`src/rtl/decode_issue_unit_if.sv`:
```
// rtl/decode_issue_unit_if.sv - IF-side and EX-side handshake bundle of the decode/issue stage
interface decode_issue_unit_if #(
   parameter int ADDR_W = 32,
   parameter int DATA_W = 32
);
   logic              in_valid;
   logic              in_ready;
   logic [ADDR_W-1:0] in_addr;
   logic [31:0]       in_inst;

   logic              out_valid;
   logic              out_ready;
   logic [5:0]        out_funct;
   logic [4:0]        out_shamt;
   logic [DATA_W-1:0] out_operand_1;
   logic [DATA_W-1:0] out_operand_2;
   logic              out_mem_read;
   logic              out_mem_write;
   logic              out_mem_sign_ext;
   logic [3:0]        out_mem_sel;
   logic [DATA_W-1:0] out_mem_wdata;
   logic              out_reg_write_en;
   logic [4:0]        out_reg_write_addr;
   logic [ADDR_W-1:0] out_pc;

   modport master (
      output in_valid, in_addr, in_inst, out_ready,
      input  in_ready, out_valid, out_funct, out_shamt, out_operand_1, out_operand_2,
             out_mem_read, out_mem_write, out_mem_sign_ext, out_mem_sel, out_mem_wdata,
             out_reg_write_en, out_reg_write_addr, out_pc
   );

   modport slave (
      input  in_valid, in_addr, in_inst, out_ready,
      output in_ready, out_valid, out_funct, out_shamt, out_operand_1, out_operand_2,
             out_mem_read, out_mem_write, out_mem_sign_ext, out_mem_sel, out_mem_wdata,
             out_reg_write_en, out_reg_write_addr, out_pc
   );
endinterface

```
`src/rtl/decode_issue_unit.sv`:
```
// rtl/decode_issue_unit.sv - MIPS-style decode/issue stage with prioritised forwarding,
// counted load-use interlock and an ID/EX register handshaking to EX.
module decode_issue_unit #(
   parameter int ADDR_W     = 32,
   parameter int DATA_W     = 32,
   parameter int FWD_CH     = 2,
   parameter int LOAD_STALL = 1
) (
   input  logic                     clk,
   input  logic                     rst,
   decode_issue_unit_if.slave       bus,
   input  logic                     flush_i,
   output logic                     reg_read_en_1_o,
   output logic                     reg_read_en_2_o,
   output logic [4:0]               reg_addr_1_o,
   output logic [4:0]               reg_addr_2_o,
   input  logic [DATA_W-1:0]        reg_data_1_i,
   input  logic [DATA_W-1:0]        reg_data_2_i,
   input  logic [FWD_CH-1:0]        fwd_valid_i,
   input  logic [FWD_CH-1:0]        fwd_is_load_i,
   input  logic [5*FWD_CH-1:0]      fwd_addr_i,
   input  logic [DATA_W*FWD_CH-1:0] fwd_data_i,
   output logic                     stall_request_o,
   output logic                     branch_flag_o,
   output logic [ADDR_W-1:0]        branch_addr_o
);

   localparam int CNT_W = (LOAD_STALL > 1) ? $clog2(LOAD_STALL) : 1;

   localparam logic [5:0] OP_SPECIAL = 6'h00, OP_J    = 6'h02, OP_JAL   = 6'h03;
   localparam logic [5:0] OP_BEQ     = 6'h04, OP_BNE  = 6'h05, OP_BLEZ  = 6'h06;
   localparam logic [5:0] OP_BGTZ    = 6'h07, OP_ADDI = 6'h08, OP_ADDIU = 6'h09;
   localparam logic [5:0] OP_SLTI    = 6'h0A, OP_SLTIU = 6'h0B, OP_ANDI = 6'h0C;
   localparam logic [5:0] OP_ORI     = 6'h0D, OP_XORI = 6'h0E, OP_LUI   = 6'h0F;
   localparam logic [5:0] OP_LB      = 6'h20, OP_LH   = 6'h21, OP_LW    = 6'h23;
   localparam logic [5:0] OP_LBU     = 6'h24, OP_LHU  = 6'h25, OP_SB    = 6'h28;
   localparam logic [5:0] OP_SH      = 6'h29, OP_SW   = 6'h2B;

   localparam logic [5:0] F_SLL = 6'h00, F_SRL = 6'h02, F_SRA  = 6'h03, F_JR  = 6'h08;
   localparam logic [5:0] F_JALR = 6'h09, F_ADD = 6'h20, F_ADDU = 6'h21, F_AND = 6'h24;
   localparam logic [5:0] F_OR  = 6'h25, F_XOR = 6'h26, F_SLT  = 6'h2A, F_SLTU = 6'h2B;

   typedef enum logic {S_RUN, S_LSTALL} state_t;

   typedef struct packed {
      logic [5:0]        funct;
      logic [4:0]        shamt;
      logic [DATA_W-1:0] op1;
      logic [DATA_W-1:0] op2;
      logic              mem_read;
      logic              mem_write;
      logic              mem_sign_ext;
      logic [3:0]        mem_sel;
      logic [DATA_W-1:0] mem_wdata;
      logic              reg_write_en;
      logic [4:0]        reg_write_addr;
      logic [ADDR_W-1:0] pc;
   } payload_t;

   state_t           state_q, state_d;
   logic [CNT_W-1:0] cnt_q, cnt_d;
   logic             out_valid_q;
   payload_t         pay_q, pay_d;

   logic [5:0]  opcode, funct_f;
   logic [4:0]  rs, rt, rd, shamt_f;
   logic [15:0] imm;

   assign opcode  = bus.in_inst[31:26];
   assign rs      = bus.in_inst[25:21];
   assign rt      = bus.in_inst[20:16];
   assign rd      = bus.in_inst[15:11];
   assign shamt_f = bus.in_inst[10:6];
   assign funct_f = bus.in_inst[5:0];
   assign imm     = bus.in_inst[15:0];

   logic [DATA_W-1:0] simm, zimm, luimm;
   logic [ADDR_W-1:0] pc_plus4, pc_plus8, br_target, j_target;

   assign simm      = {{(DATA_W-16){imm[15]}}, imm};
   assign zimm      = {{(DATA_W-16){1'b0}}, imm};
   assign luimm     = {imm, {(DATA_W-16){1'b0}}};
   assign pc_plus4  = bus.in_addr + ADDR_W'(4);
   assign pc_plus8  = bus.in_addr + ADDR_W'(8);
   assign br_target = pc_plus4 + {{(ADDR_W-18){imm[15]}}, imm, 2'b00};
   assign j_target  = {pc_plus4[ADDR_W-1:28], bus.in_inst[25:0], 2'b00};

   // Bit DATA_W flags that the winning source is a load whose data is not yet available.
   function automatic logic [DATA_W:0] resolve(
      input logic [4:0]               src,
      input logic [DATA_W-1:0]        rf_val,
      input logic [FWD_CH-1:0]        v,
      input logic [FWD_CH-1:0]        ld,
      input logic [5*FWD_CH-1:0]      a,
      input logic [DATA_W*FWD_CH-1:0] d
   );
      logic [DATA_W:0] r;
      r = {1'b0, rf_val};
      for (int i = FWD_CH - 1; i >= 0; i--) begin
         if (v[i] && (a[5*i +: 5] == src)) r = {ld[i], d[DATA_W*i +: DATA_W]};
      end
      if (src == 5'd0) r = '0;
      return r;
   endfunction

   logic        re1, re2, use_imm, wr_en, link, lui, mem_rd, mem_wr, sx;
   logic        br_eq, br_ne, br_lez, br_gtz, jmp, jreg, is_r;
   logic [5:0]  dec_funct;
   logic [4:0]  wr_addr;
   logic [3:0]  sel;
   logic [DATA_W-1:0] imm_val;

   always_comb begin
      re1 = 1'b0; re2 = 1'b0; use_imm = 1'b0; wr_en = 1'b0; wr_addr = rt;
      link = 1'b0; lui = 1'b0; mem_rd = 1'b0; mem_wr = 1'b0; sx = 1'b0; sel = 4'h0;
      br_eq = 1'b0; br_ne = 1'b0; br_lez = 1'b0; br_gtz = 1'b0; jmp = 1'b0; jreg = 1'b0;
      is_r = 1'b0; dec_funct = F_SLL; imm_val = simm;
      case (opcode)
         OP_SPECIAL: begin
            is_r      = 1'b1;
            dec_funct = funct_f;
            re1       = !(funct_f inside {F_SLL, F_SRL, F_SRA});
            re2       = !(funct_f inside {F_JR, F_JALR});
            wr_en     = (funct_f != F_JR);
            wr_addr   = rd;
            if (funct_f inside {F_JR, F_JALR}) begin
               jreg      = 1'b1;
               dec_funct = F_ADDU;
               link      = (funct_f == F_JALR);
            end
         end
         OP_J:    jmp = 1'b1;
         OP_JAL:  begin jmp = 1'b1; link = 1'b1; wr_en = 1'b1; wr_addr = 5'd31; dec_funct = F_ADDU; end
         OP_BEQ:  begin re1 = 1'b1; re2 = 1'b1; br_eq = 1'b1; end
         OP_BNE:  begin re1 = 1'b1; re2 = 1'b1; br_ne = 1'b1; end
         OP_BLEZ: begin re1 = 1'b1; br_lez = 1'b1; end
         OP_BGTZ: begin re1 = 1'b1; br_gtz = 1'b1; end
         OP_ADDI, OP_ADDIU, OP_SLTI, OP_SLTIU, OP_ANDI, OP_ORI, OP_XORI: begin
            re1 = 1'b1; use_imm = 1'b1; wr_en = 1'b1;
            case (opcode)
               OP_ADDI:  dec_funct = F_ADD;
               OP_SLTI:  dec_funct = F_SLT;
               OP_SLTIU: dec_funct = F_SLTU;
               OP_ANDI:  begin dec_funct = F_AND; imm_val = zimm; end
               OP_ORI:   begin dec_funct = F_OR;  imm_val = zimm; end
               OP_XORI:  begin dec_funct = F_XOR; imm_val = zimm; end
               default:  dec_funct = F_ADDU;
            endcase
         end
         OP_LUI: begin use_imm = 1'b1; lui = 1'b1; wr_en = 1'b1; dec_funct = F_ADDU; imm_val = luimm; end
         OP_LB, OP_LH, OP_LW, OP_LBU, OP_LHU: begin
            re1 = 1'b1; use_imm = 1'b1; wr_en = 1'b1; mem_rd = 1'b1; dec_funct = F_ADDU;
            sx  = (opcode == OP_LB) || (opcode == OP_LH);
            sel = (opcode == OP_LW) ? 4'hF : ((opcode == OP_LH || opcode == OP_LHU) ? 4'h3 : 4'h1);
         end
         OP_SB, OP_SH, OP_SW: begin
            re1 = 1'b1; re2 = 1'b1; use_imm = 1'b1; mem_wr = 1'b1; dec_funct = F_ADDU;
            sel = (opcode == OP_SW) ? 4'hF : ((opcode == OP_SH) ? 4'h3 : 4'h1);
         end
         default: ;
      endcase
   end

   logic [DATA_W:0]   res1, res2;
   logic [DATA_W-1:0] src1, src2;
   logic              hazard, taken, in_ready, fire;
   logic [ADDR_W-1:0] target;

   always_comb begin
      res1 = resolve(rs, reg_data_1_i, fwd_valid_i, fwd_is_load_i, fwd_addr_i, fwd_data_i);
      res2 = resolve(rt, reg_data_2_i, fwd_valid_i, fwd_is_load_i, fwd_addr_i, fwd_data_i);
   end

   assign src1   = res1[DATA_W-1:0];
   assign src2   = res2[DATA_W-1:0];
   assign hazard = (re1 & res1[DATA_W]) | (re2 & res2[DATA_W]);

   assign taken = jmp | jreg
                | (br_eq  & (src1 == src2))
                | (br_ne  & (src1 != src2))
                | (br_lez & (src1[DATA_W-1] | (src1 == '0)))
                | (br_gtz & ~src1[DATA_W-1] & (src1 != '0));
   assign target = jmp ? j_target : (jreg ? ADDR_W'(src1) : br_target);

   always_comb begin
      pay_d                = '0;
      pay_d.funct          = dec_funct;
      pay_d.shamt          = is_r ? shamt_f : 5'd0;
      pay_d.op1            = link ? DATA_W'(pc_plus8) : (lui ? '0 : src1);
      pay_d.op2            = use_imm ? imm_val : (link ? '0 : src2);
      pay_d.mem_read       = mem_rd;
      pay_d.mem_write      = mem_wr;
      pay_d.mem_sign_ext   = sx;
      pay_d.mem_sel        = sel;
      pay_d.mem_wdata      = src2;
      pay_d.reg_write_en   = wr_en && (wr_addr != 5'd0);
      pay_d.reg_write_addr = (wr_en && (wr_addr != 5'd0)) ? wr_addr : 5'd0;
      pay_d.pc             = bus.in_addr;
   end

   // Flush outranks everything; reset keeps the stage from accepting anything.
   always_comb begin
      state_d  = state_q;
      cnt_d    = cnt_q;
      in_ready = 1'b0;
      if (flush_i) begin
         state_d = S_RUN;
         cnt_d   = '0;
      end else begin
         case (state_q)
            S_RUN: begin
               in_ready = ~hazard & (~out_valid_q | bus.out_ready);
               if (bus.in_valid && hazard) begin
                  state_d = S_LSTALL;
                  cnt_d   = CNT_W'(LOAD_STALL - 1);
               end
            end
            S_LSTALL: begin
               if (cnt_q != '0) cnt_d = cnt_q - CNT_W'(1);
               else state_d = S_RUN;
            end
         endcase
      end
      if (rst) in_ready = 1'b0;
   end

   always_ff @(posedge clk) begin
      if (rst) begin
         state_q <= S_RUN;
         cnt_q   <= '0;
      end else begin
         state_q <= state_d;
         cnt_q   <= cnt_d;
      end
   end

   assign fire = bus.in_valid & in_ready;

   always_ff @(posedge clk) begin
      if (rst) begin
         out_valid_q <= 1'b0;
         pay_q       <= '0;
      end else if (flush_i) begin
         out_valid_q <= 1'b0;
      end else if (fire) begin
         out_valid_q <= 1'b1;
         pay_q       <= pay_d;
      end else if (bus.out_ready) begin
         out_valid_q <= 1'b0;
      end
   end

   assign bus.in_ready           = in_ready;
   assign bus.out_valid          = out_valid_q;
   assign bus.out_funct          = pay_q.funct;
   assign bus.out_shamt          = pay_q.shamt;
   assign bus.out_operand_1      = pay_q.op1;
   assign bus.out_operand_2      = pay_q.op2;
   assign bus.out_mem_read       = pay_q.mem_read;
   assign bus.out_mem_write      = pay_q.mem_write;
   assign bus.out_mem_sign_ext   = pay_q.mem_sign_ext;
   assign bus.out_mem_sel        = pay_q.mem_sel;
   assign bus.out_mem_wdata      = pay_q.mem_wdata;
   assign bus.out_reg_write_en   = pay_q.reg_write_en;
   assign bus.out_reg_write_addr = pay_q.reg_write_addr;
   assign bus.out_pc             = pay_q.pc;

   assign reg_read_en_1_o = re1;
   assign reg_read_en_2_o = re2;
   assign reg_addr_1_o    = rs;
   assign reg_addr_2_o    = rt;
   assign stall_request_o = bus.in_valid & ~in_ready;
   assign branch_flag_o   = fire & taken;
   assign branch_addr_o   = (fire & taken) ? target : '0;

endmodule
```
`src/flat_wrapper.sv`:
```
// flat-port wrapper written by rule: the top's interface ports become plain ports
module decode_issue_unit_flat 
#(
   parameter int ADDR_W     = 32,
   parameter int DATA_W     = 32,
   parameter int FWD_CH     = 2,
   parameter int LOAD_STALL = 1
)
  (clk, rst, flush_i, reg_read_en_1_o, reg_read_en_2_o, reg_addr_1_o, reg_addr_2_o, reg_data_1_i, reg_data_2_i, fwd_valid_i, fwd_is_load_i, fwd_addr_i, fwd_data_i, stall_request_o, branch_flag_o, branch_addr_o, bus_in_valid, bus_in_addr, bus_in_inst, bus_out_ready, bus_in_ready, bus_out_valid, bus_out_funct, bus_out_shamt, bus_out_operand_1, bus_out_operand_2, bus_out_mem_read, bus_out_mem_write, bus_out_mem_sign_ext, bus_out_mem_sel, bus_out_mem_wdata, bus_out_reg_write_en, bus_out_reg_write_addr, bus_out_pc);
  decode_issue_unit_if #(.ADDR_W(ADDR_W), .DATA_W(DATA_W)) bus_i ();
  input  logic clk;
  input  logic rst;
  input  logic flush_i;
  output logic reg_read_en_1_o;
  output logic reg_read_en_2_o;
  output logic [4:0] reg_addr_1_o;
  output logic [4:0] reg_addr_2_o;
  input  logic [DATA_W-1:0] reg_data_1_i;
  input  logic [DATA_W-1:0] reg_data_2_i;
  input  logic [FWD_CH-1:0] fwd_valid_i;
  input  logic [FWD_CH-1:0] fwd_is_load_i;
  input  logic [5*FWD_CH-1:0] fwd_addr_i;
  input  logic [DATA_W*FWD_CH-1:0] fwd_data_i;
  output logic stall_request_o;
  output logic branch_flag_o;
  output logic [ADDR_W-1:0] branch_addr_o;
  input wire logic [$bits(bus_i.in_valid)-1:0] bus_in_valid;
  input wire logic [$bits(bus_i.in_addr)-1:0] bus_in_addr;
  input wire logic [$bits(bus_i.in_inst)-1:0] bus_in_inst;
  input wire logic [$bits(bus_i.out_ready)-1:0] bus_out_ready;
  output wire logic [$bits(bus_i.in_ready)-1:0] bus_in_ready;
  output wire logic [$bits(bus_i.out_valid)-1:0] bus_out_valid;
  output wire logic [$bits(bus_i.out_funct)-1:0] bus_out_funct;
  output wire logic [$bits(bus_i.out_shamt)-1:0] bus_out_shamt;
  output wire logic [$bits(bus_i.out_operand_1)-1:0] bus_out_operand_1;
  output wire logic [$bits(bus_i.out_operand_2)-1:0] bus_out_operand_2;
  output wire logic [$bits(bus_i.out_mem_read)-1:0] bus_out_mem_read;
  output wire logic [$bits(bus_i.out_mem_write)-1:0] bus_out_mem_write;
  output wire logic [$bits(bus_i.out_mem_sign_ext)-1:0] bus_out_mem_sign_ext;
  output wire logic [$bits(bus_i.out_mem_sel)-1:0] bus_out_mem_sel;
  output wire logic [$bits(bus_i.out_mem_wdata)-1:0] bus_out_mem_wdata;
  output wire logic [$bits(bus_i.out_reg_write_en)-1:0] bus_out_reg_write_en;
  output wire logic [$bits(bus_i.out_reg_write_addr)-1:0] bus_out_reg_write_addr;
  output wire logic [$bits(bus_i.out_pc)-1:0] bus_out_pc;
  assign bus_i.in_valid = bus_in_valid;
  assign bus_i.in_addr = bus_in_addr;
  assign bus_i.in_inst = bus_in_inst;
  assign bus_i.out_ready = bus_out_ready;
  assign bus_in_ready = bus_i.in_ready;
  assign bus_out_valid = bus_i.out_valid;
  assign bus_out_funct = bus_i.out_funct;
  assign bus_out_shamt = bus_i.out_shamt;
  assign bus_out_operand_1 = bus_i.out_operand_1;
  assign bus_out_operand_2 = bus_i.out_operand_2;
  assign bus_out_mem_read = bus_i.out_mem_read;
  assign bus_out_mem_write = bus_i.out_mem_write;
  assign bus_out_mem_sign_ext = bus_i.out_mem_sign_ext;
  assign bus_out_mem_sel = bus_i.out_mem_sel;
  assign bus_out_mem_wdata = bus_i.out_mem_wdata;
  assign bus_out_reg_write_en = bus_i.out_reg_write_en;
  assign bus_out_reg_write_addr = bus_i.out_reg_write_addr;
  assign bus_out_pc = bus_i.out_pc;
  decode_issue_unit #(.ADDR_W(ADDR_W), .DATA_W(DATA_W), .FWD_CH(FWD_CH), .LOAD_STALL(LOAD_STALL)) u_core (.clk(clk), .rst(rst), .bus(bus_i), .flush_i(flush_i), .reg_read_en_1_o(reg_read_en_1_o), .reg_read_en_2_o(reg_read_en_2_o), .reg_addr_1_o(reg_addr_1_o), .reg_addr_2_o(reg_addr_2_o), .reg_data_1_i(reg_data_1_i), .reg_data_2_i(reg_data_2_i), .fwd_valid_i(fwd_valid_i), .fwd_is_load_i(fwd_is_load_i), .fwd_addr_i(fwd_addr_i), .fwd_data_i(fwd_data_i), .stall_request_o(stall_request_o), .branch_flag_o(branch_flag_o), .branch_addr_o(branch_addr_o));
endmodule
```
`config.mk`:
```
export PLATFORM = sky130hd
export DESIGN_NAME = decode_issue_unit_flat
export DESIGN_NICKNAME = d
export VERILOG_FILES = /design/src/rtl/decode_issue_unit_if.sv /design/src/rtl/decode_issue_unit.sv /design/src/flat_wrapper.sv
export SDC_FILE = /design/constraint.sdc
export NUM_CORES = 1
export LEC_CHECK = 0
export BUFFER_PORTS_ARGS = -buffer_cell sky130_fd_sc_hd__clkbuf_2
export CORE_MARGIN = 8
export CORE_UTILIZATION = 45
export DETAILED_ROUTE_END_ITERATION = 8
export GPL_TIMING_DRIVEN = 0
export PLACE_DENSITY = 0.73
export SYNTH_ARGS = -nofsm -noshare
export SYNTH_HDL_FRONTEND = slang
export SYNTH_SLANG_ARGS = --single-unit
```
`constraint.sdc`:
```
create_clock -name clk -period 23.7 [get_ports clk]
set_clock_uncertainty 0.2 [all_clocks]
set_input_delay 5.925 -clock clk [delete_from_list [all_inputs] [get_ports clk]]
set_output_delay 5.925 -clock clk [all_outputs]
set_load 0.1 [all_outputs]
```
# After elaboration in Yosys (flattened, before gate mapping)
# Index checks and enable logic that the tools add are counted.
op_classes:
  n_addsub: 4
  eq_ne: 34
  mux: 55
  n_bitwise: 25
  reduce_logical: 32
op_table:
  columns: ["cell", "n"]
  rows:
  - ["2-to-1 mux 32 bit", 8]
  - ["2-to-1 mux 33 bit", 6]
  - ["case mux 32 bit (2 select lines)", 1]
  - ["equality test 6 x 4 -> 1 bit (second input constant)", 10]
  - ["equality test 6 bit (second input constant)", 8]
  - ["adder 32 x 3 -> 32 bit (second input constant)", 1]
  - ["adder 32 bit", 1]
  - ["adder 32 x 4 -> 32 bit (second input constant)", 1]
  - ["equality test 32 bit", 1]
  - ["zero test 32 bit", 1]
  - ["inequality test 32 bit", 1]
  - ["nonzero test 32 bit", 1]
  - ["equality test 6 x 2 -> 1 bit (second input constant)", 4]
  - ["equality test 6 x 3 -> 1 bit (second input constant)", 4]
  - ["case mux 4 bit (6 select lines)", 1]
  - ["2-to-1 mux 1 bit", 23]
  - ["equality test 5 bit", 4]
  - ["OR reduction 19 bit", 1]
  - ["case mux 6 bit (3 select lines)", 1]
  - ["OR reduction 16 bit", 1]
  - ["OR reduction 14 bit", 1]
  - ["zero test 6 bit", 2]
  - ["case mux 1 bit (2 select lines)", 6]
  - ["bitwise AND 1 bit", 11]
  - ["24 further kinds", 51]
word_totals:
  wordCells: 165
  reg_bits: 155
  inputBits: 211
  out_inout_bits: 200

# Longest topological paths before layout
depth:
  depth_word: 15
  depth_mapped: 21
  ltp_nobuf: 20

# Worst setup path after synthesis
# No wires, ideal clock.
synth_timing:
  path_kind: "input port to output port"
  startpoint: "in bus_in_inst[29]"
  endpoint: "out branch_addr_o[30]"
  arrival_ps: 13398
  path_buffers: 3
  required_ps: 17575
  setup_slack_ps: 4177
  stages: 14
  path_cell_list: "clkbuf_1 -> nor2_1 -> nand2_1 -> nor3_1 -> clkbuf_1 -> nand2_1 -> o21ai_0 -> nand3_1 -> nand2_1 -> nor4b_2 -> and2_1 -> buf_2 -> o21ai_2 -> nor4_1"
synth_via:
  elab_chain_cells: 13
  word_cells_on_any_way: 56
  cone_classes: "21 x eq/ne; 14 x mux; 17 x bitwise; 4 x reduce/logical"
synth_lines:
  columns: ["item", "line", "text"]
  rows:
  - ["start, declared", "flat_wrapper.sv:29", "input wire logic [$bits(bus_i.in_inst)-1:0] bus_in_inst;"]
  - ["equality test 6 x 3 -> 1 bit / equality test 6 bit (equally long branches)", "decode_issue_unit.sv:118", "case (opcode)"]
  - ["OR reduction 5 bit (no source line)", null, null]
  - ["case mux 1 bit (2 select lines) (*)", "decode_issue_unit.sv:118", null]
  - ["via reg_read_en_2_o", "flat_wrapper.sv:15", "output logic reg_read_en_2_o;"]
  - ["bitwise AND 1 bit (*)", "decode_issue_unit.sv:176", "assign hazard = (re1 & res1[DATA_W]) | (re2 & res2[DATA_W]);"]
  - ["OR 1 bit (*)", "decode_issue_unit.sv:176", null]
  - ["NOT 1 bit (*)", "decode_issue_unit.sv:212", "in_ready = ~hazard & (~out_valid_q | bus.out_ready);"]
  - ["bitwise AND 1 bit (*)", "decode_issue_unit.sv:212", null]
  - ["2-to-1 mux 1 bit (*)", "decode_issue_unit.sv:210", "case (state_q)"]
  - ["2-to-1 mux 1 bit (*)", "decode_issue_unit.sv:206", "if (flush_i) begin"]
  - ["2-to-1 mux 1 bit (*)", "decode_issue_unit.sv:224", "if (rst) in_ready = 1'b0;"]
  - ["via bus_in_ready", "flat_wrapper.sv:31", "output wire logic [$bits(bus_i.in_ready)-1:0] bus_in_ready;"]
  - ["bitwise AND 1 bit (*)", "decode_issue_unit.sv:237", "assign fire = bus.in_valid & in_ready;"]
  - ["bitwise AND 1 bit (*)", "decode_issue_unit.sv:274", "assign branch_addr_o = (fire & taken) ? target : '0;"]
  - ["2-to-1 mux 32 bit (*)", "decode_issue_unit.sv:274", null]
  - ["end, declared", "flat_wrapper.sv:26", "output logic [ADDR_W-1:0] branch_addr_o;"]
# The timed path passes the listed nets; every way through them passes the cells marked *.

# Worst setup path in the final report
layout_timing:
  startpoint: "in bus_in_addr[6]"
  endpoint: "out branch_addr_o[31]"
layout_via:
  elab_chain_cells: 5
layout_lines:
  columns: ["item", "line", "text"]
  rows:
  - ["start, declared", "flat_wrapper.sv:28", "input wire logic [$bits(bus_i.in_addr)-1:0] bus_in_addr;"]
  - ["adder 32 x 3 -> 32 bit (*)", "decode_issue_unit.sv:83", "assign pc_plus4 = bus.in_addr + ADDR_W'(4);"]
  - ["adder 32 bit", "decode_issue_unit.sv:85", "assign br_target = pc_plus4 + {{(ADDR_W-18){imm[15]}}, imm, 2'b00};"]
  - ["2-to-1 mux 32 bit", "decode_issue_unit.sv:183", "assign target = jmp ? j_target : (jreg ? ADDR_W'(src1) : br_target);"]
  - ["2-to-1 mux 32 bit (*)", "decode_issue_unit.sv:183", null]
  - ["2-to-1 mux 32 bit (*)", "decode_issue_unit.sv:274", null]
# Every way passes the cells marked *; elsewhere a longest branch is shown, timed or not.

==> reports/qor.yml <==
clocking:
  cts_resized: 0
  cts_tree: "yes"
  cts_hold_buf: 0
  clock_sinks: 153
  clk_pin_slew_ps: 70
  cts_root_buf: "clkbuf_16"
  clk_path_buf_depth: 2
  cts_inserted_buffers: 17
  clock_latency_ps: 430
  h-tree-depth: 4
  cts_setup_buffers: 0
route:
  drtIter0Drc: 1885
  totalWireLength_mm: 66.54
  via_count: 15580
  dr.pass1.iters: 6
  post_drt_wl_per_cell_um: 27.20
  drtAntennaViolNets: 0
  drc_errors: 0
  vias_per_cell: 6.368
worst_setup_path:
  required_ps: 17580
  cp_max_fo: 8
  crit_path_end_kind: "output pin"
  critPathLaunchType: "primary input"
  crit_type: "in2out"
  cp.arrival_ps: 11610
synthesis:
  syn_inst: 1685
  ys_top_cells_by_area: "dfxtp_1 26%, nand2_1 7.6%, nor2_1 6.3%"
  synthTopCellsByCount: "240 x nand2_1, 199 x nor2_1, 153 x dfxtp_1"
  ys_seq_area_share_pct: 25.71
  syn_area_um2: 11910
  synth.net_count: 1928
  synth.distinct_cells: 67
  yosysTopAreaCell: "dfxtp_1"
  synth-async-reset-ratio_pct: 0
  syn_area_per_cell_um2: 7.069
  synth-seq-cells: 153
  synth_ff_type: "dfxtp_1"
  yosys_warnings: 0
  synth_edf_count: 0
  yosysTopAreaCellShare_pct: 25.71
  synth.most_common_cell: "nand2_1"
grt:
  grt_overflow: 0
  grt_pass1_vias: 14980
  grt_pass1_wl_mm: 94.90
  antenna_found_initial: 2
  grt_max_degree: 21
  grtUsageTotal_pct: 39.86
timing:
  final_hold_viol_count: 0
  maxSlewHeadroom_pct: 1.355
  max_freq_mhz: 56.39
  setup_viol: 0
  min_period_ps: 17740
  rsz0062_at_grt: "false"
  worstMarginPinSlew_ps: 1466
  slew_viol_final: 0
  finalSetupTns_ps: 0
  timing.final.crit_share_pct: 74.83
placed_design:
  routabilityCongestion: 1.044
  port-buffer-count: 393
  dp_hpwl_mm: 53.71
die:
  die_height_um: 178.7
  die_area_um2: 31930
  die_x_um: 178.7
  rows: 59
  core_um2: 26060
  initial_core_util_pct: 45.71
  ioPinCount: 411
power:
  p_total_mw: 0.8594
  power.density_nw_per_um2: 57.78
  p_leak_nw: 6.203
  peakVddDrop_mv: 0.05041
cells_and_area:
  nets: 2341
  drive_above_1_share_pct: 24.50
  area_delta_synth_final_pct: 24.87
status:
  violations: "capacitance limit"
  outcome: "finished, violations left"
min_path:
  hold_path_class: "reg2reg"
flow_run:
  drv_cap: 1
-- sequential cells by signal, summed over array words and instances, names as in the netlist --
register and flops:
u_core.bus.out_operand_1 32, u_core.bus.out_pc 32, u_core.bus.out_mem_sign_ext 1, u_core.state_q 1, u_core.bus.out_shamt 5, u_core.bus.out_valid 1, u_core.bus.out_reg_write_addr 5, u_core.bus.out_mem_write 1
u_core.bus.out_mem_read 1, u_core.bus.out_mem_wdata 32, u_core.bus.out_mem_sel 3, u_core.bus.out_funct 6, u_core.bus.out_reg_write_en 1, u_core.bus.out_operand_2 32
-- cell families after synthesis --
kind of cell | after synthesis | share of synthesized area [%]
XOR/XNOR | 128 | 9.475
multiplexers | 28 | 2.353
adder cells (fa/ha/maj) | 32 | 3.424
AND/OR/NAND/NOR | 689 | 26.18
buffers and inverters | 168 | 6.418
flip-flops | 153 | 25.71
AO/OA/AOI/OAI | 487 | 26.44
-- final cells by class --
class                   instances  area (um^2)
clock inverters                14        126.4
flip-flops and latches        153         3063
inverters                      23        86.33
fillers                      2565        11180
repair buffers                394         1972
well taps                     335        419.2
plain buffers                 145        678.2
diodes                          1        2.502
multi-input cells            1364         8102
clock buffers                  17        425.4
-- critical path: stages --
cell and delay (ps):
clkbuf_1 330, nand4_1 380, nor2_1 360, and3_1 190, clkbuf_1 220, and4_1 280
nand2_1 100, xnor2_1 170, ha_1 360, nand4_1 140, nor2_1 90, a22oi_1 270
a31oi_1 150, o21ai_0 380, o21ai_0 210, o21a_1 220, o21ai_0 300, a21oi_1 150
xor2_1 220, or3_1 370, a31oi_1 280, clkbuf_2 520
-- placed cells by master, fill, tap and decap left out, types with 7 or more instances in the layout --
| cell | n |
|---|---|
| clkbuf_2 | 394 |
| nand2_1 | 240 |
| nor2_1 | 199 |
| dfxtp_1 | 153 |
| o21ai_0 | 135 |
| a21oi_1 | 128 |
| clkbuf_1 | 90 |
| nor3_1 | 90 |
| xnor2_1 | 70 |
| xor2_1 | 57 |
| nand3_1 | 39 |
| a211oi_1 | 32 |
| ha_1 | 31 |
| buf_2 | 29 |
| mux2i_1 | 28 |
| a21o_1 | 26 |
| o221ai_1 | 25 |
| nand4_1 | 23 |
| inv_1 | 23 |
| or3_1 | 20 |
| a31o_2 | 19 |
| nor4_1 | 19 |
| a221oi_1 | 18 |
| clkbuf_16 | 17 |
| o22ai_1 | 15 |
| buf_4 | 14 |
| nand2b_1 | 14 |
| a31oi_1 | 12 |
| o211ai_1 | 11 |
| and2_1 | 10 |
| a311oi_1 | 9 |
| a211oi_2 | 9 |
| o21bai_1 | 7 |
-- metal layers --
| metal | track usage, % | wire length [um] | part of all wire [%] | vias up |
|---|---|---|---|---|
| met5 | 0 | 0 | 0 | - |
| met4 | 26.01 | 4818 | 7.2 | 0 |
| met3 | 10.99 | 8414 | 13 | 269 |
| met2 | 62.97 | 29260 | 44 | 1117 |
| met1 | 46.95 | 24050 | 36 | 7327 |
| li1 | - | - | - | 6863 |
-- metrics by stage --
| step | util [%] | setup slack [ps] | hold WS [ps] | cell area, um^2 | instances |
|---|---|---|---|---|---|
| after global placement | 54.87 | 6198 | 242.8 | 14300 | 2413 |
| final | 57.08 | 5965 | 256.2 | 14870 | 2446 |
| after CTS | 57.05 | 6076 | 256.7 | 14870 | 2445 |
| after global routing | 57.07 | 5528 | 276.5 | 14870 | 2445 |
| after detailed placement | 54.93 | 6116 | 247.4 | 14310 | 2414 |
| after floorplan | - | 4177 | 343.5 | 11910 | 1685 |
-- power by group --
group	internal [mW]	switching (mW)
Combinational	0.0798	0.234
Clock	0.138	0.134
Sequential	0.267	0.00644
Total	0.485	0.374
-- worst paths after layout --
kind | endpoint | slack (ps) | depth (start not counted) | start
setup / recovery | branch_addr_o[31] | 5960 | 22 | bus_in_addr[6]
setup reg to reg | u_core.bus.out_funct[2]$_SDFFE_PP0P_ | 20710 | 7 | u_core.bus.out_valid$_SDFFE_PP0P_
hold / removal | u_core.bus.out_funct[4]$_SDFFE_PP0P_ | 260 | 2 | u_core.bus.out_funct[4]$_SDFFE_PP0P_
hold reg to reg | u_core.bus.out_funct[4]$_SDFFE_PP0P_ | 260 | 2 | u_core.bus.out_funct[4]$_SDFFE_PP0P_
(Power assumes the default switching activity.)
